--- src/rtl/booth_mult_seq_if.sv ---
// Bundle between the Booth controller, its requester and the external add/sub stage.
// The master side requests products and hosts the add/sub stage; the slave side is the controller.
interface booth_mult_seq_if #(
    parameter int WIDTH = 32
);
    logic                   start;
    logic [WIDTH-1:0]       multiplicand;
    logic [WIDTH-1:0]       multiplier;
    logic                   busy;
    logic                   done;
    logic [2*WIDTH-1:0]     product;
    logic [WIDTH-1:0]       adder_a;
    logic [WIDTH-1:0]       adder_b;
    logic                   adder_sel0;
    logic                   adder_sel1;
    logic [WIDTH-1:0]       adder_out;

    modport master (
        output start, multiplicand, multiplier, adder_out,
        input  busy, done, product, adder_a, adder_b, adder_sel0, adder_sel1
    );

    modport slave (
        input  start, multiplicand, multiplier, adder_out,
        output busy, done, product, adder_a, adder_b, adder_sel0, adder_sel1
    );
endinterface

--- src/rtl/booth_mult_seq.sv ---
// Sequential radix-2 Booth controller: drives an external add/sub stage for WIDTH
// iterations and exposes the signed product {A,Q}.
module booth_mult_seq #(
    parameter int WIDTH = 32,
    parameter int CNT_W = 6
) (
    input  logic               clk,
    input  logic               reset,
    booth_mult_seq_if.slave    bus
);
    localparam logic [1:0] S_IDLE = 2'd0;
    localparam logic [1:0] S_RUN  = 2'd1;
    localparam logic [1:0] S_DONE = 2'd2;

    localparam logic [CNT_W-1:0] LAST_ITER = CNT_W'(WIDTH - 1);

    logic [1:0]       state_q, state_d;
    logic [WIDTH-1:0] a_q, a_d;
    logic [WIDTH-1:0] q_q, q_d;
    logic [WIDTH-1:0] m_q, m_d;
    logic             q1_q, q1_d;
    logic [CNT_W-1:0] cnt_q, cnt_d;

    logic             sel0, sel1;
    logic             ovf;
    logic             sign;
    logic [WIDTH-1:0] r;

    // NOTE: every signal written here gets a default first so no latch is inferred.
    always_comb begin
        sel0 = 1'b1;
        sel1 = 1'b0;
        if (state_q == S_RUN) begin
            case ({q_q[0], q1_q})
                2'b01:   begin sel0 = 1'b1; sel1 = 1'b1; end
                2'b10:   begin sel0 = 1'b0; sel1 = 1'b1; end
                default: begin sel0 = 1'b1; sel1 = 1'b0; end
            endcase
        end
    end

    // The stage result is only WIDTH bits; recover the true sign when A+/-M overflowed.
    always_comb begin
        r    = bus.adder_out;
        ovf  = 1'b0;
        if (sel1 && sel0)
            ovf = (a_q[WIDTH-1] == m_q[WIDTH-1]) && (r[WIDTH-1] != a_q[WIDTH-1]);
        else if (sel1)
            ovf = (a_q[WIDTH-1] != m_q[WIDTH-1]) && (r[WIDTH-1] != a_q[WIDTH-1]);
        sign = r[WIDTH-1] ^ ovf;
    end

    always_comb begin
        state_d = state_q;
        a_d     = a_q;
        q_d     = q_q;
        m_d     = m_q;
        q1_d    = q1_q;
        cnt_d   = cnt_q;
        case (state_q)
            S_IDLE, S_DONE: begin
                if (bus.start) begin
                    m_d     = bus.multiplicand;
                    q_d     = bus.multiplier;
                    a_d     = '0;
                    q1_d    = 1'b0;
                    cnt_d   = '0;
                    state_d = S_RUN;
                end else begin
                    state_d = S_IDLE;
                end
            end
            S_RUN: begin
                a_d   = {sign, r[WIDTH-1:1]};
                q_d   = {r[0], q_q[WIDTH-1:1]};
                q1_d  = q_q[0];
                cnt_d = cnt_q + CNT_W'(1);
                if (cnt_q == LAST_ITER)
                    state_d = S_DONE;
            end
            default: state_d = S_IDLE;
        endcase
    end

    // NOTE: sequential state uses non-blocking assignments so all registers update together.
    always_ff @(posedge clk) begin
        if (reset) begin
            state_q <= S_IDLE;
            a_q     <= '0;
            q_q     <= '0;
            m_q     <= '0;
            q1_q    <= 1'b0;
            cnt_q   <= '0;
        end else begin
            state_q <= state_d;
            a_q     <= a_d;
            q_q     <= q_d;
            m_q     <= m_d;
            q1_q    <= q1_d;
            cnt_q   <= cnt_d;
        end
    end

    assign bus.busy       = (state_q == S_RUN);
    assign bus.done       = (state_q == S_DONE);
    assign bus.product    = {a_q, q_q};
    assign bus.adder_a    = a_q;
    assign bus.adder_b    = m_q;
    assign bus.adder_sel0 = sel0;
    assign bus.adder_sel1 = sel1;
endmodule

--- src/flat_wrapper.sv ---
// flat-port wrapper written by rule: the top's interface ports become plain ports
module booth_mult_seq_flat 
#(
    parameter int WIDTH = 32,
    parameter int CNT_W = 6
)
  (clk, reset, bus_start, bus_multiplicand, bus_multiplier, bus_adder_out, bus_busy, bus_done, bus_product, bus_adder_a, bus_adder_b, bus_adder_sel0, bus_adder_sel1);
  booth_mult_seq_if #(.WIDTH(WIDTH)) bus_i ();
  input  logic clk;
  input  logic reset;
  input wire logic [$bits(bus_i.start)-1:0] bus_start;
  input wire logic [$bits(bus_i.multiplicand)-1:0] bus_multiplicand;
  input wire logic [$bits(bus_i.multiplier)-1:0] bus_multiplier;
  input wire logic [$bits(bus_i.adder_out)-1:0] bus_adder_out;
  output wire logic [$bits(bus_i.busy)-1:0] bus_busy;
  output wire logic [$bits(bus_i.done)-1:0] bus_done;
  output wire logic [$bits(bus_i.product)-1:0] bus_product;
  output wire logic [$bits(bus_i.adder_a)-1:0] bus_adder_a;
  output wire logic [$bits(bus_i.adder_b)-1:0] bus_adder_b;
  output wire logic [$bits(bus_i.adder_sel0)-1:0] bus_adder_sel0;
  output wire logic [$bits(bus_i.adder_sel1)-1:0] bus_adder_sel1;
  assign bus_i.start = bus_start;
  assign bus_i.multiplicand = bus_multiplicand;
  assign bus_i.multiplier = bus_multiplier;
  assign bus_i.adder_out = bus_adder_out;
  assign bus_busy = bus_i.busy;
  assign bus_done = bus_i.done;
  assign bus_product = bus_i.product;
  assign bus_adder_a = bus_i.adder_a;
  assign bus_adder_b = bus_i.adder_b;
  assign bus_adder_sel0 = bus_i.adder_sel0;
  assign bus_adder_sel1 = bus_i.adder_sel1;
  booth_mult_seq #(.WIDTH(WIDTH), .CNT_W(CNT_W)) u_core (.clk(clk), .reset(reset), .bus(bus_i));
endmodule
--- config.mk ---
export PLATFORM = sky130hd
export DESIGN_NAME = booth_mult_seq_flat
export DESIGN_NICKNAME = d
export VERILOG_FILES = /design/src/rtl/booth_mult_seq_if.sv /design/src/rtl/booth_mult_seq.sv /design/src/flat_wrapper.sv
export SDC_FILE = /design/constraint.sdc
export NUM_CORES = 1
export LEC_CHECK = 0
export BUFFER_PORTS_ARGS = -buffer_cell sky130_fd_sc_hd__buf_2
export CAP_MARGIN = 20
export CORE_MARGIN = 2
export CORE_UTILIZATION = 44
export DETAILED_ROUTE_END_ITERATION = 12
export PLACE_DENSITY = 0.82
export SLEW_MARGIN = 30
export SYNTH_ARGS = -nofsm -noshare
export SYNTH_HDL_FRONTEND = slang
export SYNTH_SLANG_ARGS = --single-unit
--- constraint.sdc ---
create_clock -name clk -period 1.4 [get_ports clk]
set_input_delay 0.28 -clock clk [delete_from_list [all_inputs] [get_ports clk]]
set_output_delay 0.28 -clock clk [all_outputs]
set_load 0.01 [all_outputs]
* Yosys cells after proc, flatten, opt, wreduce, memory -nomap -nowiden
Index checks and enable logic that the tools add are counted.
** Storage, ports and cells
- Flip-flop bits (word level) :: 105
- Word-level logic and storage cells :: 44
- Output and inout bits :: 132
- Input bits :: 99
** Cells by class
- Multiplexer cells :: 17
- Add/sub/neg operators :: 1
- Equality and inequality tests :: 10
- Bitwise logic cells :: 1
- Reduce and logical (&&, ||, !) cells :: 9
** Operator list (count)
- 32-bit one-hot mux with 2 select lines :: 2
- 32-bit 2-to-1 mux :: 2
- 6-bit one-hot mux with 2 select lines :: 1
- 1-bit 2-to-1 mux :: 8
- 6-bit by 1-bit adder with 6-bit output, second input constant :: 1
- 6-bit by 5-bit == test with 1-bit output, second input constant :: 1
- 6-bit 2-to-1 mux :: 1
- 2-bit by 1-bit == test with 1-bit output, second input constant :: 2
- 2-bit == test, second input constant :: 2
- 2-bit one-hot mux with 2 select lines :: 1
- 2-bit AND reduction :: 2
- 2-bit OR reduction :: 2
- 1-bit logical AND :: 3
- 2-bit zero test :: 1
- 2-bit 2-to-1 mux :: 1
- 1-bit != test :: 2
- 2-bit by 1-bit != test with 1-bit output, second input constant :: 1
- 2-bit != test, second input constant :: 1
- 1-bit one-hot mux with 2 select lines :: 1
- 2-bit nonzero test :: 1
- 1-bit == test :: 1
- 1-bit bitwise XOR :: 1

* Longest topological paths before layout
- Depth in word-level cells :: 8
- Mapped depth :: 7
- Mapped depth without buffers :: 5

* Least setup slack after synthesis
No wires, ideal clock.
- Path type :: reg-to-output
- Start :: register u_core.state_q[0]
- End :: output port bus_adder_sel0
- Cell stages (with the launch flop) :: 7
- Buffers on the path :: 3
- Arrival :: 1.019 ns
- Setup slack :: 0.101 ns
- Data required time :: 1.120 ns
- Cells stage by stage :: dfxtp_1 -> nand2b_1 -> buf_6 -> inv_4 -> buf_6 -> buf_4 -> nand2_1
** On the way
- Word-level cells in the longest chain between the ends :: 2
** RTL lines
- start: declaration :: RTL line booth_mult_seq.sv:17 : logic [1:0] state_q, state_d;
- start signal: assignment :: RTL line booth_mult_seq.sv:95 : state_q <= state_d;
- 2-bit by 1-bit == test with 1-bit output
- named net bus_busy :: RTL line flat_wrapper.sv:15 : output wire logic [$bits(bus_i.busy)-1:0] bus_busy;
- 1-bit 2-to-1 mux :: RTL line booth_mult_seq.sv:33 : if (state_q == S_RUN) begin
- end: declaration :: RTL line flat_wrapper.sv:20 : output wire logic [$bits(bus_i.adder_sel0)-1:0] bus_adder_sel0;
The timed path passes the listed nets, and every way through them passes these cells.

* Final worst setup path
- Start :: register u_core.state_q[1]
- End :: output port bus_adder_sel1
** On the way
- Word-level cells in the longest chain between the ends :: 2
** RTL lines
- 2-bit by 1-bit == test with 1-bit output :: RTL line booth_mult_seq.sv:33
- 1-bit 2-to-1 mux :: RTL line booth_mult_seq.sv:33
- end: declaration :: RTL line flat_wrapper.sv:21 : output wire logic [$bits(bus_i.adder_sel1)-1:0] bus_adder_sel1;
Every way passes these cells.

==> results_dict.tcl <==
set metrics [dict create \
    hpwlAfterDp_microns 8150 \
    wl_microns 11500 \
    synth_top_area_share 0.521 \
    grt_overflow_total 0 \
    status "complete, but fails checks" \
    cts_tree "built" \
    synthTopCellsByArea "dfxtp_1 (52%), nand2_1 (9.3%), a21oi_1 (8.6%)" \
    die_h_microns 99.8 \
    place.gp.congestion 0.782 \
    clk_path_buf_depth 2 \
    critPathRequiredTime_ns 1.12 \
    drt-initial-drc-count 170 \
    start_kind "register" \
    fp.dieW_microns 99.8 \
    critPathCaptureType "output pin" \
    initial_core_util 0.458 \
    avgSynthCellArea_sq_um 9.17 \
    fin_nets 741 \
    synth_common_cells "dfxtp_1 (105), nand2_1 (100), a21oi_1 (69)" \
    vdd_drop_max_mv 0.710 \
    setup_viol 1 \
    antenna_found_initial 0 \
    dp_cells 729 \
    drive_gt1_frac 0.454 \
    synthesis.area_sq_um 4040 \
    timing.final.ws_setup_ns -0.0507 \
    path_max_fanout 3 \
    yosysSeqAreaShare 0.521 \
    diodes 0 \
    clockRootBuffer "clkbuf_8" \
    synth_most_common_cell "dfxtp_1" \
    cts_sinks 105 \
    async_reset_ff_frac 0 \
    io_pins 231 \
    rsz0062_at_grt "yes" \
    slew-limit-headroom 0.617 \
    violations "setup timing" \
    grt_max_degree 55 \
    rows 34 \
    min_period_ns 1.45 \
    wl_per_cell_microns 15.3 \
    synth_ff_type "dfxtp_1" \
    area_delta_synth_final_pct 36.2 \
    avgViaCountPerCell 5.20 \
    grt_pass1_wl_microns 16600 \
    cap_violations 0 \
    ys_warn_count 0 \
    route.detailed.drc 0 \
    drv_slew 0 \
    synth-edff-count 0 \
    ant_nets 0 \
    cp.arrival_ns 1.17 \
    powerDensity_nw_per_um2 1120 \
    tightest_slew_ns 0.575 \
    fillers 746 \
    fin_crit_sh 1.04 \
    syn_inst 440 \
    clk_latency_ns 0.35 \
    fp.dieArea_sq_um 9950 \
    vias 3919 \
    io_buffers 230 \
    finClkSkew_ns 0.0121 \
    htreeDepth 3 \
    regArea_sq_um 2110 \
    power_leakage_nw 2.68 \
    holdCritPathClass "in -> reg" \
    fp.coreArea_sq_um 8810 \
    clkTransAtPathRegs_ns 0.09 \
    stdcell_count 753 \
    power_mw 6.17 \
    hold_viol 0 \
    synth.distinct_cells 33 \
    track_usage 0.206 \
    r2r_slack_ns 0 \
    max_freq_mhz 689 \
    grt_pass1_vias 3447 \
    synth_top_cell_by_area "dfxtp_1" \
    critical_path_class "reg -> out" \
    dr.pass1.iters 4 \
    ys_ff_latch 105 \
    synth_fp_nets 541 \
    multi_input_area_sq_um 1560 \
    whs_ns 0.141 \
    cts_made_buffers 9 \
]
per-stage QoR:
step / setup slack, ns / cell area [sq um] / TNS (ns) / util
finish: -0.0507 / 5500 / -0.0507 / 0.624
global route: -0.0948 / 5500 / -0.689 / 0.624
CTS: -0.0928 / 5300 / -0.192 / 0.602
detailed placement: 0.0461 / 5070 / 0 / 0.576
global placement: 0.110 / 5070 / 0 / 0.576
floorplan: 0.101 / 4040 / 0 / -
metal layers:
layer | track usage | vias to the layer above | routed length, microns
met5 | 0 | - | 0
met4 | 0.0358 | 0 | 104
met2 | 0.377 | 177 | 6040
met1 | 0.234 | 1836 | 4380
li1 | - | 1892 | -
met3 | 0.0717 | 14 | 976
worst paths after layout:
kind / startpoint / endpoint / cells after the start
setup / recovery: u_core.state_q[1]$_SDFFE_PP0P_ / bus_adder_sel1 / 4
hold / removal: bus_adder_out[4] / u_core.bus.adder_a[3]$_SDFFE_PP0P_ / 2
setup reg to reg: u_core.state_q[1]$_SDFFE_PP0P_ / u_core.bus.adder_a[27]$_SDFFE_PP0P_ / 7
hold reg to reg: u_core.bus.adder_b[16]$_SDFFE_PP0P_ / u_core.bus.adder_b[16]$_SDFFE_PP0P_ / 2
timing repair:
action                                  4_1_cts  5_1_grt
gates cloned                                  0        3
endpoints found under the setup margin        3        4
setup buffers                                 1        5
hold buffers                                  0        0
pin swaps                                     1        7
gates resized for setup                      11       20
where the power goes:
| part | switching, mW | leakage, nW | internal, mW | total (mW) |
|---|---|---|---|---|
| clock network | 1.01 | 0.0880 | 0.718 | 1.73 |
| registers | 0.132 | 0.863 | 3.16 | 3.30 |
| logic | 0.604 | 1.73 | 0.541 | 1.15 |
registers in the layout, indices dropped and copies added, names as in the netlist:
name and cells:
u_core.bus.adder_a 32, u_core.bus.adder_b 32, u_core.q_q 32, u_core.cnt_q 6, u_core.state_q 2, u_core.q1_q 1
kinds of logic (layout without fill, tap and decap cells):
group,count (synthesis),in the layout,share of synthesized area
flops,105,105,0.521
mux,2,2,0.00527
xor+xnor,1,1,0.00217
compound gates,139,139,0.224
simple gates,123,123,0.130
buf+inv,68,273,0.112
fa+ha+maj,2,2,0.00620
area by class of cell:
cell class	count	area share
inverters	3	0.00432
flip-flops and latches	105	0.384
clock buffers	12	0.0264
multi-input cells	267	0.283
clock inverters	4	0.00614
well taps	108	0.0246
repair buffers	254	0.271
critical path, cell delays in order (launching register included):
cell	delay, ns
dfxtp_2	0.33
nand2b_4	0.17
buf_6	0.14
nor2_4	0.07
buf_6	0.11
cells in the final DEF, fill, tap and decap left out, types with 5 or more instances in the layout:
master and n:
a21oi_2 6, nor2_1 6, a22oi_1 30, dfxtp_2 5
nand2_1 98, buf_4 14, buf_12 7, a22o_1 33
a21oi_1 63, dfxtp_1 99, clkbuf_8 10, buf_2 227
Note: power is estimated with default switching activity, not from simulation.
